--- config.mk ---
export PLATFORM = sky130hd
export DESIGN_NAME = fb_line_reader
export DESIGN_NICKNAME = d
export VERILOG_FILES = /design/src/rtl/fb_pkg.sv /design/src/rtl/fifo_sync2.sv /design/src/rtl/fb_line_reader.sv
export SDC_FILE = /design/constraint.sdc
export NUM_CORES = 1
export LEC_CHECK = 0
export BUFFER_PORTS_ARGS = -buffer_cell sky130_fd_sc_hd__buf_2
export CAP_MARGIN = 20
export CELL_PAD_IN_SITES_DETAIL_PLACEMENT = 1
export CELL_PAD_IN_SITES_GLOBAL_PLACEMENT = 1
export CORE_UTILIZATION = 44
export CTS_BUF_LIST = sky130_fd_sc_hd__clkbuf_4 sky130_fd_sc_hd__clkbuf_8 sky130_fd_sc_hd__clkbuf_16
export CTS_CLUSTER_SIZE = 16
export DETAILED_ROUTE_END_ITERATION = 8
export PLACE_DENSITY = 0.78
export SLEW_MARGIN = 20
export SYNTH_ARGS = -nofsm -noshare
export SYNTH_HDL_FRONTEND = slang
export SYNTH_HIERARCHICAL = 1
export SYNTH_SLANG_ARGS = --single-unit
export TNS_END_PERCENT = 50
--- constraint.sdc ---
create_clock -name clk_sys -period 2.3 [get_ports clk_sys]
set_input_delay 0.23 -clock clk_sys [delete_from_list [all_inputs] [get_ports clk_sys]]
set_output_delay 0.23 -clock clk_sys [all_outputs]
set_load 0.02 [all_outputs]
--- src/rtl/fb_pkg.sv ---
// Shared types and helpers for the framebuffer line reader.
package fb_pkg;

  typedef enum logic [1:0] {
    IDLE,
    FETCH,
    DRAIN
  } fb_rd_state_t;

  // Address width needed to cover a w x h framebuffer (never less than 1 bit).
  function automatic int addr_width(input int w, input int h);
    int n;
    n = w * h;
    return (n > 1) ? $clog2(n) : 1;
  endfunction

endpackage

--- src/rtl/fifo_sync2.sv ---
// Two-entry same-clock FIFO; head entry is presented combinationally from storage.
module fifo_sync2 #(
  parameter int DATA_W = 4
) (
  input  logic              clk,
  input  logic              rst_n,
  input  logic              push,
  input  logic [DATA_W-1:0] din,
  input  logic              pop,
  output logic [DATA_W-1:0] dout,
  output logic              valid,
  output logic [1:0]        count
);

  logic [DATA_W-1:0] mem [2];
  logic              wr_ptr;
  logic              rd_ptr;

  // Pointer and occupancy tracking; reset discards any buffered entries.
  always_ff @(posedge clk) begin
    if (!rst_n) begin
      wr_ptr <= 1'b0;
      rd_ptr <= 1'b0;
      count  <= 2'd0;
    end else begin
      if (push) wr_ptr <= ~wr_ptr;
      if (pop)  rd_ptr <= ~rd_ptr;
      case ({push, pop})
        2'b10:   count <= count + 2'd1;
        2'b01:   count <= count - 2'd1;
        default: count <= count;
      endcase
    end
  end

  // Entry storage; contents are qualified by count, so no reset is needed.
  always_ff @(posedge clk) begin
    if (push) mem[wr_ptr] <= din;
  end

  assign dout  = mem[rd_ptr];
  assign valid = (count != 2'd0);

endmodule

--- src/rtl/fb_line_reader.sv ---
// Framebuffer line reader: fetches one line from the sync-read BRAM port and
// streams colour indices with x coordinates over a valid/ready interface.
module fb_line_reader
  import fb_pkg::*;
#(
  parameter int CORDW  = 16,
  parameter int WIDTH  = 320,
  parameter int HEIGHT = 180,
  parameter int CIDXW  = 4,
  localparam int ADDRW = addr_width(WIDTH, HEIGHT)
) (
  input  logic                    clk_sys,
  input  logic                    rst_sys,
  input  logic                    frame_start,
  input  logic                    line_req,
  output logic                    busy,
  output logic                    overrun,
  output logic                    bram_re,
  output logic [ADDRW-1:0]        bram_addr,
  input  logic [CIDXW-1:0]        bram_data,
  output logic                    out_valid,
  input  logic                    out_ready,
  output logic [CIDXW-1:0]        out_cidx,
  output logic signed [CORDW-1:0] out_x,
  output logic                    out_last
);

  localparam int XW    = $clog2(WIDTH + 1);
  localparam int LINEW = (HEIGHT > 1) ? $clog2(HEIGHT) : 1;
  localparam logic signed [CORDW-1:0] X_LAST = CORDW'(WIDTH - 1);
  localparam logic signed [CORDW-1:0] X_ONE  = CORDW'(1);

  fb_rd_state_t     state, state_next;
  logic [XW-1:0]    rd_x;
  logic [ADDRW-1:0] base;
  logic [LINEW-1:0] line_idx;
  logic             frame_pend;
  logic             vld_p1;
  logic [CIDXW-1:0] fifo_dout;
  logic             fifo_valid;
  logic [1:0]       fifo_count;
  logic             pop;
  logic             can_issue;
  logic             line_done;
  logic [2:0]       used;
  logic [2:0]       limit;

  assign pop       = out_valid && out_ready;
  // A same-cycle pop frees an entry at the edge the new read is issued on,
  // which keeps one read per cycle with a 2-entry buffer.
  assign used      = {1'b0, fifo_count} + {2'b00, vld_p1};
  assign limit     = 3'd2 + {2'b00, pop};
  assign can_issue = (used < limit);
  assign line_done = (state == DRAIN) && pop && out_last;
  assign busy      = (state != IDLE);

  // Next-state logic and read-enable generation.
  always_comb begin
    state_next = state;
    bram_re    = 1'b0;
    case (state)
      IDLE: begin
        if (line_req) state_next = FETCH;
      end
      FETCH: begin
        if (can_issue) begin
          bram_re = 1'b1;
          if (rd_x == XW'(WIDTH - 1)) state_next = DRAIN;
        end
      end
      DRAIN: begin
        if (line_done) state_next = IDLE;
      end
      default: state_next = IDLE;
    endcase
  end

  // State register.
  always_ff @(posedge clk_sys) begin
    if (!rst_sys) state <= IDLE;
    else          state <= state_next;
  end

  // Read address, line tracking, frame restart and overrun bookkeeping.
  always_ff @(posedge clk_sys) begin
    if (!rst_sys) begin
      rd_x       <= '0;
      bram_addr  <= '0;
      base       <= '0;
      line_idx   <= '0;
      frame_pend <= 1'b0;
      overrun    <= 1'b0;
      vld_p1     <= 1'b0;
      out_x      <= '0;
    end else begin
      vld_p1 <= bram_re;

      if (state == IDLE && line_req) begin
        rd_x      <= '0;
        bram_addr <= frame_start ? '0 : base;
      end else if (bram_re) begin
        rd_x      <= rd_x + XW'(1);
        bram_addr <= bram_addr + ADDRW'(1);
      end

      if (pop) out_x <= out_last ? '0 : out_x + X_ONE;

      if (frame_start && state == IDLE) begin
        base       <= '0;
        line_idx   <= '0;
        frame_pend <= 1'b0;
      end else if (line_done) begin
        frame_pend <= 1'b0;
        if (frame_pend || frame_start || line_idx == LINEW'(HEIGHT - 1)) begin
          base     <= '0;
          line_idx <= '0;
        end else begin
          base     <= base + ADDRW'(WIDTH);
          line_idx <= line_idx + LINEW'(1);
        end
      end else if (frame_start) begin
        frame_pend <= 1'b1;
      end

      if (line_req && state != IDLE) overrun <= 1'b1;
      else if (frame_start)          overrun <= 1'b0;
    end
  end

  // ---- stage p1: BRAM data lands in the output buffer ----
  fifo_sync2 #(
    .DATA_W(CIDXW)
  ) u_obuf (
    .clk   (clk_sys),
    .rst_n (rst_sys),
    .push  (vld_p1),
    .din   (bram_data),
    .pop   (pop),
    .dout  (fifo_dout),
    .valid (fifo_valid),
    .count (fifo_count)
  );

  // ---- stage p2: buffered pixel presented on the stream ----
  assign out_valid = fifo_valid;
  assign out_cidx  = fifo_valid ? fifo_dout : '0;
  assign out_last  = fifo_valid && (out_x == X_LAST);

endmodule

==> results of run 1 <==
[repair_timing]
action	in CTS	in global routing
gates cloned	0	0
hold endpoints to repair	0	0
pin swaps	2	1
endpoints found under the setup margin	2	2
resized for setup	6	7
[sequential cells by signal, summed over array words and instances (netlist names), 2 cells and up, named ones only]
name / count
base: 10
bram_addr: 16
line_idx: 8
out_x: 16
rd_x: 9
state: 2
u_obuf/count: 2
u_obuf/mem: 8
[cell usage in the layout (no fill, tap or decap), types with 10 or more instances in the layout]
cell type,instances
nand2_1,37
xor2_1,19
nand3_1,18
nand4_1,13
dfxtp_1,65
nor3_1,11
buf_2,48
inv_1,10
nor2_1,56
o21ai_0,16
a21oi_1,20
and2_1,16
xnor2_1,15
buf_4,17
[cells by family after synthesis]
| group | after synthesis | synth area share, % |
|---|---|---|
| DFF | 77 | 43.48 |
| buffers and inverters | 20 | 2.482 |
| AOI/OAI and AO/OA | 74 | 13.69 |
| xor gates and xnor gates | 34 | 7.984 |
| adders and majority gates | 8 | 2.684 |
| and+or+nand+nor | 194 | 27.94 |
| muxes | 6 | 1.744 |
[final cells by class]
class                   instances  share of cell area [%]
multi-input cells             316                   46.10
flip-flops and latches         77                   36.74
repair buffers                 66                   8.538
clock buffers                  11                   3.522
well taps                     105                   2.959
clock inverters                 5                   1.296
inverters                      10                  0.8453
[per-stage QoR]
| step | instance area [um^2] | utilization (%) |
|---|---|---|
| 2_1_floorplan | 3730 | - |
| 3_3_place_gp | 4187 | 50.95 |
| 3_5_place_dp | 4187 | 50.95 |
| 4_1_cts | 4422 | 53.81 |
| 5_1_grt | 4441 | 54.04 |
| 6_report | 4441 | 54.04 |
[worst max-delay path by stage]
stage	from	to	slack, ps	depth (start not counted)
finish	vld_p1	bram_re	110	6
global placement	u_obuf/count[0]	bram_addr[6]	190	6
CTS	out_x[8]	out_last	1	6
global route	u_obuf/count[0]	bram_re	7	6
detailed placement	u_obuf/count[0]	bram_addr[6]	150	6
floorplan	u_obuf/count[0]	base[8]	280	7
[report_power, final]
part	leakage, nW	switching (mW)	internal (mW)
registers	0.632	0.0500	1.40
logic	1.02	0.302	0.214
clock network	0.112	0.515	0.582
total	1.77	0.867	2.20
[routing by layer]
| layer | part of all wire (%) | vias to the layer above | routed length (um) | global-route usage (%) |
|---|---|---|---|---|
| met3 | 3.5 | 12 | 344 | 4.612 |
| met5 | 0 | - | 0 | 0 |
| met4 | 1.1 | 0 | 108 | 7.308 |
| met1 | 45 | 1616 | 4410 | 30.20 |
| li1 | - | 1610 | - | - |
| met2 | 50 | 72 | 4905 | 41.12 |
[worst max-delay path, cell delays in order, from the launching register on]
cell and delay [ps]:
dfxtp_1 340, ha_1 210, ha_1 300, a211o_4 370
inv_1 120, buf_6 140, buf_4 140
==> results.py, run 1 <==
metrics = {
    "clocking": {
        "cts_buffers": 9,
        "cts_root_buffer": "clkbuf_8",
        "cts_post_setup_buffers_inserted": 0,
        "cts-root-to-sink-buffers": 2,
        "clkTransAtPathRegs_ps": 80,
        "postCtsHoldBufs": 0,
        "htree_levels": 3,
        "worst_skew_pair.late_latency_ps": 350,
        "tritoncts_num_sinks": 77,
        "cts_tree": "done",
    },
    "yosys": {
        "postSynth.asyncResetShare_pct": 0,
        "post_synth_instance_area_um2": 3730,
        "ys_seq_area_share_pct": 43.48,
        "synth_top_cells_by_count": "dfxtp_1, nor2_1, nand2_1",
        "mean_area_per_synthesized_cell_um2": 9.031,
        "synth.most_common_cell": "dfxtp_1",
        "yosysTopAreaCell": "dfxtp_1",
        "ys_types": 58,
        "synth_cells": 413,
        "proportion_of_netlist_area_held_by_the_largest_area_contributor_pct": 37.03,
        "ys.warnings.count": 6,
        "synth_nets": 430,
        "synth.top_cells.by_area": "dfxtp_1, edfxtp_1, nor2_1",
        "most_instantiated_flip_flop_cell_in_the_synthesis_netlist": "dfxtp_1",
        "ys_ff_latch": 77,
        "post_synth_edffs": 8,
    },
    "layout": {
        "layout.area.seq_um2": 1632,
        "multi_input_area_um2": 2047,
        "antenna_cells_inserted": 0,
        "num-fill-cells": 997,
        "final-instance-count-excl-fill": 590,
        "post_route_cells_drive_above_1_share_pct": 22.68,
        "design.final.nets": 497,
        "area_delta_synth_final_pct": 19.05,
    },
    "timing": {
        "totalNegativeSetupSlack_ps": 0,
        "maximum_clock_frequency_mhz": 455.9,
        "holdWs_ps": 68.39,
        "layout_worst_path_cycle_share_pct": 95.37,
        "fin_ws_ps": 106.5,
        "slew_headroom_pct": 65.91,
        "timing_hold_violations_final": 0,
        "worst_clock_skew_ps": 7.571,
        "setup_repair_after_global_routing_missed_its_margin": "false",
        "max_slew.worst_pin.slew_ps": 509.5,
        "final_critical_path_time_including_i_o_delays_and_setup_ps": 2193,
        "slew_violations": 0,
        "finalSetupViolCount": 0,
    },
    "power_and_ir_drop": {
        "leakage_nw": 1.770,
        "irDropWorstVdd_mv": 0.2901,
        "final_power_mw": 3.067,
        "powerDensity_nw_per_um2": 690.7,
    },
    "global_routing": {
        "global_route.usage.total_pct": 23.95,
        "grt_antenna_before_repair": 0,
        "pin_count_of_the_biggest_net_entering_global_routing": 15,
        "grt-ovfl-total": 0,
        "grt_pass1_vias": 3324,
        "wire_length_of_the_first_global_routing_pass_um": 16420,
    },
    "worst_hold_path": {
        "hold_start": "bram_data[2]",
        "min_to": "u_obuf/mem[0][2]",
        "min_path_cells": 1,
        "holdCritPathClass": "in -> reg",
    },
    "place": {
        "dp_slack_ps": 149.3,
        "place_hpwl_um": 7049,
        "buffer_ports.inserted": 49,
        "routabilityCongestion": 0.8524,
        "dp.cells": 575,
    },
    "route": {
        "routed_wirelength_um": 9769,
        "first_pass_iters": 4,
        "routed_wire_length_per_instance_um": 16.56,
        "drcViolationCount": 0,
        "drt_iter0_drc": 97,
        "via_count": 3310,
        "final_antenna_net_count": 0,
        "vias_per_cell": 5.610,
    },
    "setup_path": {
        "worst_reg_to_reg_cells": 6,
        "worst-endpoint-arrival_ps": 1960,
        "start_kind": "flop",
        "critPathKind": "reg -> out",
        "worstPathRequired_ps": 2070,
        "reg2reg_to": "bram_addr[6]",
        "end_kind": "output pin",
        "critical_path.reg2reg.startpoint": "vld_p1",
        "setup.reg_to_reg.worst_slack_ps": 180,
        "worstPathMaxFanout": 8,
    },
    "floorplanning": {
        "floorplan.io_pins": 50,
        "core_area_um2": 8217,
        "die-width_um": 94.07,
        "effective_utilization_at_floorplan_pct": 45.39,
        "fp.dieArea_um2": 8849,
        "chipHeight_um": 94.07,
        "placementRows": 33,
    },
    "status": {
        "outcome": "finished, final reports clean",
    },
    "flow_run": {
        "max-cap-violations": 0,
    },
}
No activity file was read; power rests on OpenSTA's default activity.
==> run 2, diff against run 1 <==
--- a/config.mk
+++ b/config.mk
@@ -5,15 +5,15 @@
 export SDC_FILE = /design/constraint.sdc
 export NUM_CORES = 1
 export LEC_CHECK = 0
-export BUFFER_PORTS_ARGS = -buffer_cell sky130_fd_sc_hd__buf_2
 export CAP_MARGIN = 20
 export CELL_PAD_IN_SITES_DETAIL_PLACEMENT = 1
 export CELL_PAD_IN_SITES_GLOBAL_PLACEMENT = 1
-export CORE_UTILIZATION = 44
+export CORE_UTILIZATION = 48
 export CTS_BUF_LIST = sky130_fd_sc_hd__clkbuf_4 sky130_fd_sc_hd__clkbuf_8 sky130_fd_sc_hd__clkbuf_16
 export CTS_CLUSTER_SIZE = 16
 export DETAILED_ROUTE_END_ITERATION = 8
-export PLACE_DENSITY = 0.78
+export DONT_BUFFER_PORTS = 1
+export PLACE_DENSITY = 0.77
 export SLEW_MARGIN = 20
 export SYNTH_ARGS = -nofsm -noshare
 export SYNTH_HDL_FRONTEND = slang
==> run 2 against run 1 <==
Via count decreased by 2.6%. Non-clock buffer count fell by 26. Sequential cell count unchanged. Power down 2.1%. Critical path type unchanged. Register-to-register slack worse by 20 ps. Count of clock-buffer cells in the layout fell by 2. Global-route usage grew 2.6 points. Fmax fell by 0.92%. Hold slack got worse by 47 ps. Cell area down 1.9%.
==> results.py, run 2 (synthesized netlist as in run 1, its figures left out) <==
metrics = {
    "layout": {
        "postLayoutCellArea_um2": 4354,
        "largestRegisters": "bram_addr (16), out_x (16), base (10)",
        "final_common_cell": "dfxtp_1",
        "layout_common_cells": "dfxtp_1, nor2_1, nand2_1, buf_4, a21oi_1",
        "design.final.nets": 471,
        "num-fill-cells": 880,
        "post_route_cells_drive_above_1_share_pct": 16.56,
        "fin_util_pct": 59.08,
        "final-instance-count-excl-fill": 558,
        "area_delta_synth_final_pct": 16.74,
        "antenna_cells_inserted": 0,
    },
    "global_routing": {
        "pin_count_of_the_biggest_net_entering_global_routing": 15,
        "global_route.usage.total_pct": 26.56,
        "grt_antenna_before_repair": 0,
        "grt-ovfl-total": 0,
        "grt_pass1_vias": 3386,
        "wire_length_of_the_first_global_routing_pass_um": 17160,
    },
    "setup_path": {
        "worst-path-buf-inv": 2,
        "worstPathMaxFanout": 7,
        "cpMaxStageDelayCell": "dfxtp_2",
        "worstPathRequired_ps": 2070,
        "crit_path_cell_trace": "or2_4 > nor3b_4 > nand4_4 > buf_4 > or3_1 > inv_2",
        "critPathKind": "reg -> out",
        "cp.depth": 6,
        "cp_top_family": "simple AND/OR/NAND/NOR gates",
        "worst_reg_to_reg_cells": 6,
        "end_kind": "output pin",
        "worst-endpoint-arrival_ps": 1980,
        "start_kind": "flop",
        "critical-path-max-stage-delay_ps": 390,
    },
    "route": {
        "final_antenna_net_count": 0,
        "first_pass_iters": 4,
        "vias_per_cell": 5.780,
        "via_count": 3225,
        "drcViolationCount": 0,
        "drt_iter0_drc": 116,
        "routed_wire_length_per_instance_um": 18.49,
        "routed_wirelength_um": 10320,
    },
    "timing": {
        "worst_clock_skew_ps": 9.433,
        "totalNegativeSetupSlack_ps": 0,
        "max_slew.worst_pin.slew_ps": 628.2,
        "finalSetupViolCount": 0,
        "final_critical_path_time_including_i_o_delays_and_setup_ps": 2214,
        "layout_worst_path_cycle_share_pct": 96.25,
        "timing_hold_violations_final": 0,
        "slew_violations": 0,
        "setup_repair_after_global_routing_missed_its_margin": "false",
        "slew_headroom_pct": 57.80,
        "maximum_clock_frequency_mhz": 451.7,
    },
    "floorplanning": {
        "placementRows": 31,
        "effective_utilization_at_floorplan_pct": 50.61,
        "floorplan.io_pins": 50,
        "fp.dieArea_um2": 8127,
        "chipHeight_um": 90.15,
        "core_area_um2": 7370,
        "die-width_um": 90.15,
    },
    "place": {
        "buffer_ports.inserted": 0,
        "placedInstanceArea_um2": 4046,
        "dp.cells": 535,
        "place_hpwl_um": 7447,
        "routabilityCongestion": 0.8617,
    },
    "worst_hold_path": {
        "holdCritPathClass": "in -> reg",
        "min_path_cells": 2,
    },
    "clocking": {
        "cts_buffers": 9,
        "worst_skew_pair.late_latency_ps": 360,
        "cts-root-to-sink-buffers": 2,
        "clkTransAtPathRegs_ps": 90,
        "htree_levels": 3,
        "tritoncts_num_sinks": 77,
        "cts_tree": "done",
        "cts_root_buffer": "clkbuf_8",
    },
    "status": {
        "outcome": "finished, final reports clean",
    },
    "flow_run": {
        "max-cap-violations": 0,
    },
    "power_and_ir_drop": {
        "leakage_nw": 1.603,
        "irDropWorstVdd_mv": 0.4118,
        "powerDensity_nw_per_um2": 689.5,
    },
}
-- run 2: final timing paths --
| check | start | end | slack [ps] |
|---|---|---|---|
| worst min register to register | frame_pend | frame_pend | 470 |
| worst max-delay path | u_obuf/count[1] | out_last | 90 |
| worst min-delay path | line_req | overrun | 20 |
| worst max register to register | vld_p1 | bram_addr[6] | 160 |
-- run 2: power breakdown --
part           leakage, nW  switching, mW  internal (mW)
logic                0.879          0.290          0.198
clock network       0.0935          0.548          0.505
registers            0.631         0.0584           1.40
-- run 2: area by class of cell --
cell class                      instances  area, um^2  area share [%]
Inverter                               10       37.54          0.8621
Timing Repair Buffer                   40       315.3           7.241
Sequential cell                        77        1624           37.30
Clock inverter                          7       75.07           1.724
Tap cell                               99       123.9           2.845
Multi-Input combinational cell        316        2054           47.18
Clock buffer                            9       123.9           2.845
-- run 2: through the flow --
step                      hold slack [ps]  power (mW)  setup WS (ps)
after floorplan                     328.9       1.801          279.4
after global placement              328.9       1.907          204.1
after detailed placement            328.9       1.931          131.3
after CTS                           16.70       3.001          23.46
after global routing                17.01       3.115          2.859
final                               21.07       3.002          86.24
-- run 2: layer usage --
layer | global-route usage [%] | share of wire, % | vias up
li1 | - | - | 1559
met1 | 31.38 | 43 | 1583
met3 | 7.276 | 5.0 | 10
met5 | 0 | 0 | -
met4 | 7.661 | 1.3 | 0
met2 | 46.88 | 51 | 73
-- run 2: what timing repair did --
item | in CTS | in global routing
gates cloned | 0 | 0
gates resized for setup | 3 | 6
hold buffers | 6 | 0
pin swaps | 0 | 1
endpoints found under the hold margin | 13 | 0
setup endpoints to repair | 1 | 2
setup buffers | 0 | 1
==> run 3, diff against run 2 <==
--- a/config.mk
+++ b/config.mk
@@ -8,12 +8,12 @@
 export CAP_MARGIN = 20
 export CELL_PAD_IN_SITES_DETAIL_PLACEMENT = 1
 export CELL_PAD_IN_SITES_GLOBAL_PLACEMENT = 1
-export CORE_UTILIZATION = 48
+export CORE_UTILIZATION = 28
 export CTS_BUF_LIST = sky130_fd_sc_hd__clkbuf_4 sky130_fd_sc_hd__clkbuf_8 sky130_fd_sc_hd__clkbuf_16
 export CTS_CLUSTER_SIZE = 16
 export DETAILED_ROUTE_END_ITERATION = 8
 export DONT_BUFFER_PORTS = 1
-export PLACE_DENSITY = 0.77
+export PLACE_DENSITY = 0.49
 export SLEW_MARGIN = 20
 export SYNTH_ARGS = -nofsm -noshare
 export SYNTH_HDL_FRONTEND = slang
==> run 3 against run 2 <==
Sequential share of layout area shrank 1.9 points. Via count fell by 0.96%. Die area grew 70%. Core utilization decreased by 23 points. Combinational power shrank 1%. Clock skew decreased by 3.3 ps.
==> results.py, run 3 (synthesized netlist as in run 1, its figures left out) <==
metrics = {
    "floorplanning": {
        "floorplan.io_pins": 50,
        "core_area_um2": 12820,
        "die-width_um": 117.4,
        "placementRows": 41,
        "effective_utilization_at_floorplan_pct": 29.08,
        "chipHeight_um": 117.4,
        "fp.dieArea_um2": 13790,
    },
    "clocking": {
        "htree_levels": 3,
        "cts_root_buffer": "clkbuf_16",
        "tritoncts_num_sinks": 77,
        "worst_skew_pair.late_latency_ps": 340,
        "clkTransAtPathRegs_ps": 60,
        "cts_tree": "done",
        "cts-root-to-sink-buffers": 2,
        "cts_buffers": 9,
    },
    "place": {
        "buffer_ports.inserted": 0,
        "dp_slack_ps": 140.6,
        "place_hpwl_um": 7823,
        "routabilityCongestion": 0.7876,
        "dp.cells": 611,
    },
    "timing": {
        "worst_clock_skew_ps": 6.166,
        "maximum_clock_frequency_mhz": 461.7,
        "layout_worst_path_cycle_share_pct": 94.17,
        "setup_repair_after_global_routing_missed_its_margin": "false",
        "final_critical_path_time_including_i_o_delays_and_setup_ps": 2166,
        "slew_violations": 0,
        "timing_hold_violations_final": 0,
        "finalSetupViolCount": 0,
        "max_slew.worst_pin.slew_ps": 526.8,
        "totalNegativeSetupSlack_ps": 0,
        "slew_headroom_pct": 64.88,
        "fin_ws_ps": 134.2,
    },
    "layout": {
        "final_common_cell": "dfxtp_1",
        "design.final.nets": 473,
        "fin_util_pct": 35.75,
        "post_route_cells_drive_above_1_share_pct": 16.49,
        "layout_common_cells": "dfxtp_1, nor2_1, nand2_1, buf_4, a21oi_1",
        "final-instance-count-excl-fill": 633,
        "largestRegisters": "bram_addr (16), out_x (16), base (10)",
        "antenna_cells_inserted": 0,
        "area_delta_synth_final_pct": 22.91,
    },
    "route": {
        "drt_iter0_drc": 129,
        "final_antenna_net_count": 0,
        "first_pass_iters": 4,
        "via_count": 3194,
        "vias_per_cell": 5.046,
        "routed_wire_length_per_instance_um": 16.84,
        "drcViolationCount": 0,
        "routed_wirelength_um": 10660,
    },
    "power_and_ir_drop": {
        "final_power_mw": 3.600,
        "powerDensity_nw_per_um2": 785.3,
        "irDropWorstVdd_mv": 0.3914,
        "leakage_nw": 1.681,
    },
    "setup_path": {
        "cpMaxStageDelayCell": "or4_1",
        "worst-endpoint-arrival_ps": 2380,
        "worstPathRequired_ps": 2520,
        "critical-path-max-stage-delay_ps": 550,
        "worstPathMaxFanout": 7,
        "worst-path-buf-inv": 0,
        "crit_path_cell_trace": "ha_1 > nand3b_1 > a211o_1 > or4_1 > xor2_1 > o32ai_1",
        "end_kind": "flop",
        "start_kind": "flop",
        "cp_top_family": "simple AND/OR/NAND/NOR gates",
        "critPathKind": "reg -> reg",
    },
    "global_routing": {
        "grt_pass1_vias": 3224,
        "wire_length_of_the_first_global_routing_pass_um": 17570,
        "grt_antenna_before_repair": 0,
        "grt-ovfl-total": 0,
        "pin_count_of_the_biggest_net_entering_global_routing": 15,
        "global_route.usage.total_pct": 16.32,
    },
    "worst_hold_path": {
        "holdCritPathClass": "in -> reg",
    },
    "status": {
        "outcome": "finished, final reports clean",
    },
    "flow_run": {
        "max-cap-violations": 0,
    },
}
==> run 3: area by class of cell <==
| class | count | area (um^2) |
|---|---|---|
| fillers | 1488 | 8240 |
| multi-input cells | 316 | 2032 |
| flip-flops and latches | 77 | 1622 |
| repair buffers | 42 | 330.3 |
| clock buffers | 9 | 225.2 |
| well taps | 172 | 215.2 |
| clock inverters | 7 | 122.6 |
| inverters | 10 | 37.54 |
==> run 3: repair_timing <==
action / CTS / global route
setup endpoints to repair: 1 / 1
resized for setup: 1 / 3
buffers inserted: 0 / 0
endpoints found under the hold margin: 13 / 0
hold buffers: 6 / 0
gates cloned: 0 / 0
==> run 3: final timing paths <==
check | from | endpoint | slack [ps] | cells after the start
setup reg to reg | u_obuf/count[0] | bram_addr[6] | 130 | 6
setup / recovery | u_obuf/count[0] | bram_addr[6] | 130 | 6
hold reg to reg | frame_pend | frame_pend | 460 | 1
hold / removal | rst_sys | u_obuf/rd_ptr | 20 | 1
==> run 3: power breakdown <==
part | total, mW | internal, mW | switching (mW)
Clock | 1.67 | 1.07 | 0.602
Sequential | 1.45 | 1.40 | 0.0492
Combinational | 0.482 | 0.191 | 0.291
==> run 3: routing by layer <==
layer / vias to the layer above / track usage, % / wire (um)
met5: - / 0 / 0
met4: 0 / 7.305 / 173
met3: 12 / 4.232 / 439
met2: 45 / 26.33 / 5092
met1: 1569 / 20.33 / 4954
li1: 1568 / - / -
==> run 3: per-stage QoR <==
step	hold slack [ps]	area (um^2)
final	19.82	4584
after detailed placement	329.0	4160
after global placement	329.0	4160
after CTS	6.536	4574
after global routing	15.77	4584
after floorplan	328.9	3730
